<file path="src/rtl/addr8s_block_accum_if.sv">
// Handshake bundle between the 8-bit signed adder, the block accumulator and its consumer.
// master = adder/consumer side, slave = accumulator side.
interface addr8s_block_accum_if #(
    parameter int ACC_W   = 16,
    parameter int BLK_LEN = 8
);
    localparam int CNT_W = $clog2(BLK_LEN + 1);

    // Both handshakes use strict valid/ready: a transfer happens on a rising clk edge
    // where valid and ready are both 1; once raised, valid and its payload hold until then.
    logic [8:0]       sum_i;
    logic             in_valid;
    logic             in_ready;
    logic             flush;
    logic [ACC_W-1:0] out_data;
    logic [CNT_W-1:0] out_cnt;
    logic             out_ovf;
    logic             out_valid;
    logic             out_ready;

    modport master (
        output sum_i, in_valid, flush, out_ready,
        input  in_ready, out_data, out_cnt, out_ovf, out_valid
    );

    modport slave (
        input  sum_i, in_valid, flush, out_ready,
        output in_ready, out_data, out_cnt, out_ovf, out_valid
    );
endinterface

</file>
<file path="src/rtl/addr8s_block_accum.sv">
// Accumulates BLK_LEN signed adder sums per block and presents the registered total.
// Define ADDR8S_ACC_SAT_EN to saturate the accumulator instead of wrapping.
module addr8s_block_accum #(
    parameter int ACC_W   = 16,
    parameter int BLK_LEN = 8
) (
    input  logic                 clk,
    input  logic                 rst,
    addr8s_block_accum_if.slave  bus,
    output logic [1:0]           dbg_state
);
    localparam int CNT_W = $clog2(BLK_LEN + 1);

    typedef enum logic [1:0] {
        IDLE  = 2'd0,
        ACCUM = 2'd1,
        HOLD  = 2'd2
    } state_t;

    state_t           state, state_n;
    logic [ACC_W-1:0] acc, acc_n, acc_step, add_raw, add_val, sum_ext;
    logic [CNT_W-1:0] cnt, cnt_n, cnt_step;
    logic             ovf, ovf_n, ovf_step, add_ovf;
    logic             accept, close, load_out, release_out;

    logic [ACC_W-1:0] out_data_r;
    logic [CNT_W-1:0] out_cnt_r;
    logic             out_ovf_r, out_valid_r;

    // Holding rst also blocks upstream so nothing is consumed during reset.
    assign bus.in_ready = (state != HOLD) && !rst;
    assign accept       = bus.in_valid && bus.in_ready;
    assign dbg_state    = state;

    assign sum_ext = {{(ACC_W-9){bus.sum_i[8]}}, bus.sum_i};
    assign add_raw = acc + sum_ext;
    assign add_ovf = (acc[ACC_W-1] == sum_ext[ACC_W-1]) && (add_raw[ACC_W-1] != acc[ACC_W-1]);

`ifdef ADDR8S_ACC_SAT_EN
    localparam logic [ACC_W-1:0] ACC_MAX = {1'b0, {(ACC_W-1){1'b1}}};
    localparam logic [ACC_W-1:0] ACC_MIN = {1'b1, {(ACC_W-1){1'b0}}};
    // Overflow can only happen when both operands share a sign, so acc's sign picks the rail.
    assign add_val = add_ovf ? (acc[ACC_W-1] ? ACC_MIN : ACC_MAX) : add_raw;
`else
    assign add_val = add_raw;
`endif

    always_comb begin
        acc_step    = acc;
        cnt_step    = cnt;
        ovf_step    = ovf;
        state_n     = state;
        load_out    = 1'b0;
        release_out = 1'b0;
        if (accept) begin
            acc_step = add_val;
            cnt_step = cnt + CNT_W'(1);
            ovf_step = ovf | add_ovf;
        end
        acc_n = acc_step;
        cnt_n = cnt_step;
        ovf_n = ovf_step;
        // flush only counts once the block holds at least one sum (state ACCUM).
        close = (state != HOLD) &&
                ((accept && (cnt_step == CNT_W'(BLK_LEN))) || (bus.flush && (state == ACCUM)));
        case (state)
            IDLE, ACCUM: begin
                if (close) begin
                    state_n  = HOLD;
                    acc_n    = '0;
                    cnt_n    = '0;
                    ovf_n    = 1'b0;
                    load_out = 1'b1;
                end else if (cnt_step != '0) begin
                    state_n = ACCUM;
                end
            end
            HOLD: begin
                if (bus.out_ready) begin
                    state_n     = IDLE;
                    release_out = 1'b1;
                end
            end
            default: state_n = IDLE;
        endcase
    end

    always_ff @(posedge clk or posedge rst) begin
        if (rst) begin
            state <= IDLE;
            acc   <= '0;
            cnt   <= '0;
            ovf   <= 1'b0;
        end else begin
            state <= state_n;
            acc   <= acc_n;
            cnt   <= cnt_n;
            ovf   <= ovf_n;
        end
    end

    // Result registers keep their last value after the consumer takes them.
    always_ff @(posedge clk or posedge rst) begin
        if (rst) begin
            out_data_r  <= '0;
            out_cnt_r   <= '0;
            out_ovf_r   <= 1'b0;
            out_valid_r <= 1'b0;
        end else if (load_out) begin
            out_data_r  <= acc_step;
            out_cnt_r   <= cnt_step;
            out_ovf_r   <= ovf_step;
            out_valid_r <= 1'b1;
        end else if (release_out) begin
            out_valid_r <= 1'b0;
        end
    end

    assign bus.out_data  = out_data_r;
    assign bus.out_cnt   = out_cnt_r;
    assign bus.out_ovf   = out_ovf_r;
    assign bus.out_valid = out_valid_r;
endmodule
</file>
<file path="src/flat_wrapper.sv">
// flat-port wrapper written by rule: the top's interface ports become plain ports
module addr8s_block_accum_flat 
#(
    parameter int ACC_W   = 16,
    parameter int BLK_LEN = 8
)
  (clk, rst, dbg_state, bus_sum_i, bus_in_valid, bus_flush, bus_out_ready, bus_in_ready, bus_out_data, bus_out_cnt, bus_out_ovf, bus_out_valid);
  addr8s_block_accum_if #(.ACC_W(ACC_W), .BLK_LEN(BLK_LEN)) bus_i ();
  input  logic clk;
  input  logic rst;
  output logic [1:0] dbg_state;
  input wire logic [$bits(bus_i.sum_i)-1:0] bus_sum_i;
  input wire logic [$bits(bus_i.in_valid)-1:0] bus_in_valid;
  input wire logic [$bits(bus_i.flush)-1:0] bus_flush;
  input wire logic [$bits(bus_i.out_ready)-1:0] bus_out_ready;
  output wire logic [$bits(bus_i.in_ready)-1:0] bus_in_ready;
  output wire logic [$bits(bus_i.out_data)-1:0] bus_out_data;
  output wire logic [$bits(bus_i.out_cnt)-1:0] bus_out_cnt;
  output wire logic [$bits(bus_i.out_ovf)-1:0] bus_out_ovf;
  output wire logic [$bits(bus_i.out_valid)-1:0] bus_out_valid;
  assign bus_i.sum_i = bus_sum_i;
  assign bus_i.in_valid = bus_in_valid;
  assign bus_i.flush = bus_flush;
  assign bus_i.out_ready = bus_out_ready;
  assign bus_in_ready = bus_i.in_ready;
  assign bus_out_data = bus_i.out_data;
  assign bus_out_cnt = bus_i.out_cnt;
  assign bus_out_ovf = bus_i.out_ovf;
  assign bus_out_valid = bus_i.out_valid;
  addr8s_block_accum #(.ACC_W(ACC_W), .BLK_LEN(BLK_LEN)) u_core (.clk(clk), .rst(rst), .bus(bus_i), .dbg_state(dbg_state));
endmodule
</file>
<file path="config.mk">
export PLATFORM = sky130hd
export DESIGN_NAME = addr8s_block_accum_flat
export DESIGN_NICKNAME = d
export VERILOG_FILES = /design/src/rtl/addr8s_block_accum_if.sv /design/src/rtl/addr8s_block_accum.sv /design/src/flat_wrapper.sv
export SDC_FILE = /design/constraint.sdc
export NUM_CORES = 1
export LEC_CHECK = 0
export BUFFER_PORTS_ARGS = -buffer_cell sky130_fd_sc_hd__buf_2
export CORE_MARGIN = 4
export CORE_UTILIZATION = 41
export CTS_CLUSTER_DIAMETER = 200
export DETAILED_ROUTE_END_ITERATION = 10
export PLACE_DENSITY = 0.59
export SLEW_MARGIN = 10
export SYNTH_ARGS = -nofsm -noshare
export SYNTH_HDL_FRONTEND = slang
export SYNTH_SLANG_ARGS = --single-unit
export TNS_END_PERCENT = 20
</file>
<file path="constraint.sdc">
create_clock -name clk -period 5.39 [get_ports clk]
set_input_delay 0 -clock clk [delete_from_list [all_inputs] [get_ports clk]]
set_output_delay 0 -clock clk [all_outputs]
set_load 0.005 [all_outputs]
</file>
==> impl_metrics.csv, run 1 <==
group,metric,value,unit
status,outcome,"finished, final reports clean",
synthesis,yosysMostFrequentCell,"nor2_1",
sta,finalCritPeriodShare,56.1,%
sta,layout_min_cycle_time,3020,ps
synthesis,syn_inst,296,
route,postRouteAntennaNets,0,
synthesis,ys_types,52,
cts,cts.sinks,45,
synthesis,syn-cell-area,2730,um2
floorplanning,start_util,42.7,%
synthesis,ys_top_cells_by_count,"50 x nor2_1, 45 x dfrtp_1, 39 x a21oi_1",
final_layout,syn2layout_area_growth,13.8,%
critical_path,cp-start-kind,"register",
power,irDropWorstVdd,0.291,mV
sta,fin_skew,11.6,ps
floorplanning,dieArea,8020,um2
critical_path,path_max_fanout,38,
cts,cts_max_level,2,
final_layout,drive_gt1_share,17.4,%
synthesis,syn_nets,327,
min_path,min_path_type,"primary input to register",
sta,tns,0,ps
power,p_leak,1.46,nW
floorplanning,die_y,89.5,um
synthesis,ys.flop_type,"dfrtp_1",
critical_path,required,5570,ps
cts,root_buffer,"clkbuf_8",
placed_design,hpwlAfterDp,4250,um
cts,cts_resized,0,
global_route,gr-usage-all-layers,16.1,%
sta,max_freq,0.331,GHz
critical_path,arrival,3200,ps
critical_path,endpoint_kind,"register",
placed_design,io_buffers,38,
critical_path,path_class,"register to register",
power,power_density,581,nW/um2
cts,numCtsBuffers,5,
cts,cts_tree,"yes",
synthesis,synth_edf_count,0,
synthesis,yosysSeqAreaShare,41.3,%
route,routed_wl,5800,um
synthesis,synth_warnings,0,
final_layout,stdcell_count,410,
final_layout,fin_nets,363,
final_layout,finish.utilization,48.6,%
sta,rsz0062_at_grt,"false",
cts,clock_latency,300,ps
placed_design,gp_congestion,0.836,
route,dr.pass1.iters,4,
sta,slew-limit-headroom,31.4,%
synthesis,async_flop_share,100,%
sta,hold_viol_final,0,
route,vias,2195,
synthesis,yosysTopAreaCellShare,41.3,%
power,power,0.00180,W
sta,timing.final.ws_setup,2370,ps
cts,clk_pin_slew_worst_paths,90,ps
synthesis,ys_ff_latch,45,
floorplanning,pin_count,39,
global_route,antenna_found_initial,0,
synthesis,synth.avg_cell_area,9.21,um2
route,drcViolationCount,0,
placed_design,place_inst,400,
job,drv_cap,0,
sta,finalSetupViolCount,0,
sta,worstMarginPinSlew,1030,ps
synthesis,yosys-top-cells-area,"dfrtp_1 41%, ha_1 7.3%, a21oi_1 7.2%, nor2_1 6.9%, mux2i_1 3.3%",
route,wl_per_cell,14.1,um
global_route,gr-total-overflow,0,
global_route,grt_pass1_wl,10000,um
cts,cts.path.max_buffers,2,
global_route,grt_max_degree,46,
floorplanning,std_cell_rows,29,
route,drt_iter0_drc,83,
route,viasPerCell,5.35,
synthesis,synth_top_area_cell,"dfrtp_1",
placed_design,place_ws,2380,ps
global_route,grt_pass1_vias,2124,
final_layout,diodes,0,
sta,drv_slew,0,
floorplanning,die_w,89.5,um
floorplanning,core,6390,um2
-- metal layers --
metal	GRT usage (%)	vias up	wire length (um)	part of all wire (%)
met2	26.3	35	2770	48
met5	0	-	0	0
met1	21.0	1022	2700	47
li1	-	1128	-	-
met4	5.01	0	99	1.7
met3	3.78	10	233	4.0
-- metrics by stage --
step	cell area (um2)	hold slack, ps
final	3100	17.1
after global routing	3100	17.6
after CTS	3100	7.42
after floorplan	2730	31.1
after detailed placement	2960	265
after global placement	2960	260
-- final timing paths --
kind,from,slack [ps],cells after the start,end
setup / recovery,u_core.cnt[0],2370,6,u_core.bus.out_data[12]
setup reg to reg,u_core.cnt[0],2370,6,u_core.bus.out_data[12]
hold / removal,bus_flush,20,3,u_core.dbg_state[0]
max in group asynchronous,rst,4310,3,u_core.bus.out_cnt[2]
hold reg to reg,u_core.bus.out_data[14],510,1,u_core.bus.out_data[14]
min in group asynchronous,rst,490,3,u_core.ovf
-- report_power, final --
part / internal, W / total (W) / switching [W]
registers: 0.000501 / 0.000612 / 0.000111
logic: 0.000414 / 0.000928 / 0.000514
clock network: 0.000151 / 0.000264 / 0.000113
total: 0.00107 / 0.00180 / 0.000738
-- flip-flops by register name, summed over array words and instances, names as in the netlist --
register and flops:
u_core.acc 16, u_core.bus.out_cnt 4, u_core.bus.out_data 16, u_core.bus.out_ovf 1, u_core.bus.out_valid 1, u_core.cnt 4, u_core.dbg_state 2, u_core.ovf 1
-- critical path, stage by stage (launching register included) --
cell,delay [ps]
dfrtp_1,470
ha_1,330
nand4b_2,280
a221oi_4,910
buf_4,490
nor2b_1,90
a311o_1,320
-- area by class of cell --
type | count | area (um2)
clock buffers | 6 | 82.6
well taps | 77 | 96.3
multi-input cells | 230 | 1510
fillers | 615 | 3280
inverters | 9 | 33.8
clock inverters | 2 | 37.5
flip-flops and latches | 45 | 1130
repair buffers | 41 | 218
-- timing repair --
action | 4_1_cts | 5_1_grt
buffers inserted | 0 | 0
hold buffers | 2 | 0
hold endpoints to repair | 46 | 0
-- cells in the final DEF (no fill, tap or decap), drive strengths merged, types with 4 or more instances in the layout --
| cell | n |
|---|---|
| clkbuf | 6 |
| inv | 9 |
| o21a | 5 |
| a211oi | 5 |
| mux2i | 9 |
| a21o | 6 |
| xnor2 | 8 |
| nand2 | 18 |
| dfrtp | 45 |
| nand3 | 5 |
| a31oi | 7 |
| buf | 39 |
| nor2 | 50 |
| and3 | 4 |
| ha | 16 |
| a21oi | 40 |
| and2 | 5 |
| a21boi | 4 |
| o21ai | 10 |
-- kinds of logic (layout without fill, tap and decap cells) --
group / count (synthesis) / in the layout / synth area share [%]
AOI/OAI and AO/OA: 92 / 92 / 22.2
xor gates and xnor gates: 11 / 11 / 3.53
adders and majority gates: 17 / 17 / 8.08
buffers and inverters: 21 / 58 / 3.76
DFF: 45 / 45 / 41.3
muxes: 10 / 10 / 3.72
and+or+nand+nor: 100 / 100 / 17.4
No activity file was read; power rests on OpenSTA's default activity.
==> run 2: changes to the inputs <==
PLACE_DENSITY = 0.62   (was 0.59)
clock period = 2.5 ns   (was 5.39 ns; I/O delays follow)
==> impl_metrics.csv, run 2 (same netlist as run 1, synthesis figures left out) <==
group,metric,value,unit
status,outcome,"finished, final reports clean",
cts,cts.path.max_buffers,2,
floorplanning,pin_count,39,
critical_path,arrival,2480,ps
min_path,min_path_type,"primary input to register",
cts,cts_tree,"yes",
route,wl_per_cell,14.3,um
sta,max_freq,0.437,GHz
power,irDropWorstVdd,0.551,mV
sta,slew-limit-headroom,36.3,%
final_layout,drive_gt1_share,18.7,%
critical_path,r2r_start,"u_core.acc[0]",
job,drv_cap,0,
final_layout,final_common_cell,"nor2_1",
sta,layout_min_cycle_time,2290,ps
min_path,worst_hold_path.num_cells,3,
power,power_density,1260,nW/um2
global_route,grt_pass1_vias,2181,
global_route,gr-usage-all-layers,16.0,%
sta,fin_skew,3.82,ps
power,p_leak,1.50,nW
route,postRouteAntennaNets,0,
route,vias,2225,
critical_path,endpoint_kind,"register",
sta,hold_viol_final,0,
cts,post_cts_buffers,0,
power,power,0.00400,W
critical_path,r2r-end,"u_core.bus.out_data[14]",
min_path,hp-start,"bus_flush",
sta,timing.final.ws_setup,210,ps
power,p_int,0.00240,W
min_path,min_delay_worst_endpoint,"u_core.dbg_state[0]",
floorplanning,start_util,42.7,%
sta,worstMarginPinSlew,954,ps
placed_design,gp_congestion,0.915,
critical_path,r2r_slack,210,ps
floorplanning,die_y,89.5,um
route,viasPerCell,5.37,
critical_path,required,2690,ps
placed_design,placed_area,3010,um2
cts,cts.sinks,45,
route,dr.pass1.iters,4,
sta,finalSetupViolCount,0,
global_route,grt_pass1_wl,10200,um
route,drt_iter0_drc,108,
sta,rsz0062_at_grt,"false",
placed_design,io_buffers,38,
placed_design,place_ws,214,ps
power,power.share.clock,16.3,%
final_layout,most-common-layout-cells,"50 x nor2_1, 45 x dfrtp_1, 38 x a21oi_1, 38 x buf_2, 18 x nand2_1",
power,p_comb_share,50.7,%
final_layout,syn2layout_area_growth,16.0,%
global_route,gr-total-overflow,0,
route,routed_wl,5910,um
power,power.switching,0.00160,W
placed_design,hpwlAfterDp,4360,um
critical_path,path_class,"register to register",
floorplanning,die_w,89.5,um
power,switching_share,40.1,%
final_layout,post-route-cell-area,3160,um2
cts,clock_latency,300,ps
power,seq_power_share,33.0,%
global_route,grt_max_degree,46,
final_layout,diodes,0,
critical_path,path_max_fanout,4,
cts,numCtsBuffers,5,
cts,clk_pin_slew_worst_paths,90,ps
cts,root_buffer,"clkbuf_8",
final_layout,fin_nets,367,
floorplanning,dieArea,8020,um2
route,drcViolationCount,0,
cts,cts_max_level,2,
sta,drv_slew,0,
floorplanning,core,6390,um2
critical_path,reg2reg_depth,9,
floorplanning,std_cell_rows,29,
final_layout,finish.utilization,49.5,%
sta,finalCritPeriodShare,91.6,%
sta,tns,0,ps
critical_path,cp-start-kind,"register",
global_route,antenna_found_initial,0,
==> run 2: changes by cell type in the layout (fill, tap and decap cells not counted) <==
cell        change
buf_4           +3
a21oi_1         -1
a21oi_2         +1
buf_12          +1
bufinv_16       +1
clkbuf_8        -1
clkinv_2        +1
clkinvlp_4      -1
==> run 2: critical path, cell delays in order (launching register included) <==
cell      delay (ps)
dfrtp_1          350
ha_1             220
inv_1             70
fa_1             390
nand2b_1         180
a21o_1           220
a211o_1          300
nand4_1          120
nand3_1           90
mux2_2           260
==> run 2: worst max path at each step <==
stage                     cells past startpoint          start  slack (ps)                      end
after CTS                                     9  u_core.acc[0]         190  u_core.bus.out_data[12]
after global placement                        9  u_core.acc[0]         240  u_core.bus.out_data[10]
after floorplan                               9  u_core.acc[0]         380  u_core.bus.out_data[12]
after detailed placement                      9  u_core.acc[0]         210  u_core.bus.out_data[12]
final                                         9  u_core.acc[0]         210  u_core.bus.out_data[14]
after global routing                          9  u_core.acc[0]          30  u_core.bus.out_data[10]
==> run 2: layout make-up <==
cell class	instances	area (um2)
Clock buffer	5	68.8
Sequential cell	45	1130
Tap cell	77	96.3
Inverter	9	33.8
Clock inverter	3	65.1
Fill cell	618	3220
Timing Repair Buffer	45	260
Multi-Input combinational cell	230	1510
==> run 2: power groups by stage <==
stage	Clock, W	Combinational, W	Sequential, W
3_5_place_dp	0	0.00204	0.00133
4_1_cts	0.000672	0.00205	0.00132
3_3_place_gp	0	0.00201	0.00132
5_1_grt	0.000698	0.00232	0.00137
6_report	0.000652	0.00203	0.00132
2_1_floorplan	0	0.00149	0.00131
==> run 2: stage by stage <==
step / hold WS [ps] / instances
finish: 17.8 / 414
floorplan: 31.1 / 296
global route: 35.5 / 414
global placement: 260 / 404
CTS: 10.6 / 414
detailed placement: 264 / 404
==> run 2: routing by layer <==
layer | track usage, % | vias to the layer above | wire length, um | share of wire [%]
met3 | 1.57 | 4 | 129 | 2.2
met1 | 21.6 | 1063 | 2850 | 48
met4 | 5.14 | 0 | 63 | 1.1
li1 | - | 1133 | - | -
met2 | 27.0 | 25 | 2870 | 48
met5 | 0 | - | 0 | 0
==> run 2: what timing repair did <==
item | CTS | global route
setup endpoints to repair | 0 | 2
gates resized for setup | 0 | 1
hold endpoints to repair | 46 | 0
hold buffers | 2 | 0
==> run 3: changes to the inputs <==
CORE_MARGIN = 1   (was 4)
==> impl_metrics.csv, run 3 (same netlist as run 1, synthesis figures left out) <==
group,metric,value,unit
sta,worstMarginPinSlew,928,ps
floorplanning,start_util,42.7,%
sta,hold_viol_final,0,
final_layout,fillers,625,
cts,numCtsBuffers,5,
sta,max_freq,0.430,GHz
sta,fin_skew,6.78,ps
cts,root_buffer,"clkbuf_8",
critical_path,cp_slowest_cell,"a221oi_4",
placed_design,hpwlAfterDp,4200,um
final_layout,final_common_cell,"nor2_1",
sta,finalSetupViolCount,0,
power,power_density,1210,nW/um2
floorplanning,std_cell_rows,29,
route,drt_iter0_drc,113,
sta,finalCritPeriodShare,93.0,%
critical_path,crit_family,"compound AO/OA/AOI/OAI gates",
floorplanning,die_y,83.5,um
sta,layout_min_cycle_time,2330,ps
critical_path,arrival,2560,ps
critical_path,path_max_fanout,9,
power,irDropWorstVdd,0.500,mV
critical_path,path_class,"register to register",
cts,cts.path.max_buffers,2,
final_layout,syn2layout_area_growth,15.4,%
route,wl_per_cell,13.5,um
critical_path,r2r_slack,170,ps
route,routed_wl,5640,um
cts,clock_latency,300,ps
cts,clk_pin_slew_worst_paths,90,ps
final_layout,diodes,0,
final_layout,drive_gt1_share,19.1,%
global_route,use_met3,2.18,%
critical_path,slowest_delay,580,ps
route,dr.pass1.iters,4,
sta,slew-limit-headroom,38.1,%
global_route,gr-total-overflow,0,
global_route,grt_pass1_wl,9910,um
route,postRouteAntennaNets,0,
global_route,met2_usage,28.8,%
cts,cts_tree,"yes",
floorplanning,core,6390,um2
global_route,met1_usage,23.4,%
route,drcViolationCount,0,
route,viasPerCell,5.33,
placed_design,gp_congestion,0.829,
status,outcome,"finished, final reports clean",
sta,tns,0,ps
global_route,gr-usage-all-layers,17.3,%
cts,post_cts_buffers,0,
route,vias,2223,
sta,drv_slew,0,
floorplanning,die_w,83.5,um
critical_path,endpoint_kind,"register",
final_layout,fin_nets,370,
floorplanning,pin_count,39,
global_route,grt_max_degree,46,
critical_path,crit_chain,"ha_1, nand4b_2, a221oi_4, buf_4, nand3_1, mux2i_1, a311o_1",
final_layout,most-common-layout-cells,"50 x nor2_1, 45 x dfrtp_1, 38 x a21oi_1, 38 x buf_2, 18 x nand2_1",
cts,cts_max_level,2,
critical_path,required,2740,ps
critical_path,cp-start-kind,"register",
floorplanning,dieArea,6980,um2
min_path,min_path_type,"primary input to register",
global_route,antenna_found_initial,0,
critical_path,cp_num_buf_inv,1,
global_route,grt_pass1_vias,2165,
sta,hold-worst-slack,97.6,ps
final_layout,finish.utilization,49.3,%
job,drv_cap,0,
placed_design,io_buffers,38,
global_route,top_usage_layer,"met2",
sta,rsz0062_at_grt,"false",
cts,cts.sinks,45,
power,p_leak,1.48,nW
==> run 3: changes by cell type in the layout (fill, tap and decap cells not counted) <==
cell / previous run / this run
clkbuf_1: 0 / 1
clkinv_2: 1 / 0
a211oi_1: 4 / 3
bufinv_16: 2 / 0
clkinvlp_4: 0 / 2
buf_4: 4 / 6
dlygate4sd3_1: 2 / 3
a211oi_2: 1 / 2
==> run 3: final cells by class <==
| class | count | area [um2] | share of cell area [%] |
|---|---|---|---|
| repair buffers | 48 | 285 | 9.07 |
| flip-flops and latches | 45 | 1130 | 35.8 |
| clock inverters | 2 | 15.0 | 0.477 |
| well taps | 77 | 96.3 | 3.06 |
| inverters | 9 | 33.8 | 1.07 |
| multi-input cells | 230 | 1520 | 48.2 |
| clock buffers | 6 | 72.6 | 2.31 |
==> run 3: timing repair <==
action	CTS	global route
hold buffers	3	0
resized for setup	0	2
endpoints found under the hold margin	47	0
endpoints found under the setup margin	0	1
==> run 3: power by group <==
group | leakage (nW) | switching [W] | internal, W
combinational | 0.906 | 0.00109 | 0.000930
sequential | 0.539 | 0.000242 | 0.00108
clock | 0.0374 | 0.000263 | 0.000197
total | 1.48 | 0.00159 | 0.00221
==> run 3: worst paths after layout <==
path | from | endpoint | cells past startpoint
setup / recovery | u_core.cnt[0] | u_core.bus.out_data[12] | 7
hold / removal | bus_sum_i[0] | u_core.acc[0] | 4
setup reg to reg | u_core.cnt[0] | u_core.bus.out_data[12] | 7
hold reg to reg | u_core.ovf | u_core.ovf | 2
max in group asynchronous | rst | u_core.acc[15] | 3
min in group asynchronous | rst | u_core.bus.out_data[13] | 3
==> run 3: tightest hold or removal path, stage by stage <==
cell	delay, ps
buf_2	80
ha_1	120
mux2i_1	80
nor2_1	80
==> run 3: metal layers <==
metal  up-vias  share of wire, %  wire length (um)
li1       1144                 -                 -
met1      1050                48              2730
met2        22                48              2730
met3         7               1.7                96
met4         0               1.5                85
met5         -                 0                 0
==> run 3: metrics by stage <==
stage	area, um2	instances	power (W)	worst slack, ps
floorplan	2730	296	0.00280	376
global placement	3020	406	0.00331	250
detailed placement	3020	406	0.00334	143
CTS	3140	417	0.00382	119
global route	3150	417	0.00417	18.2
finish	3150	417	0.00380	174
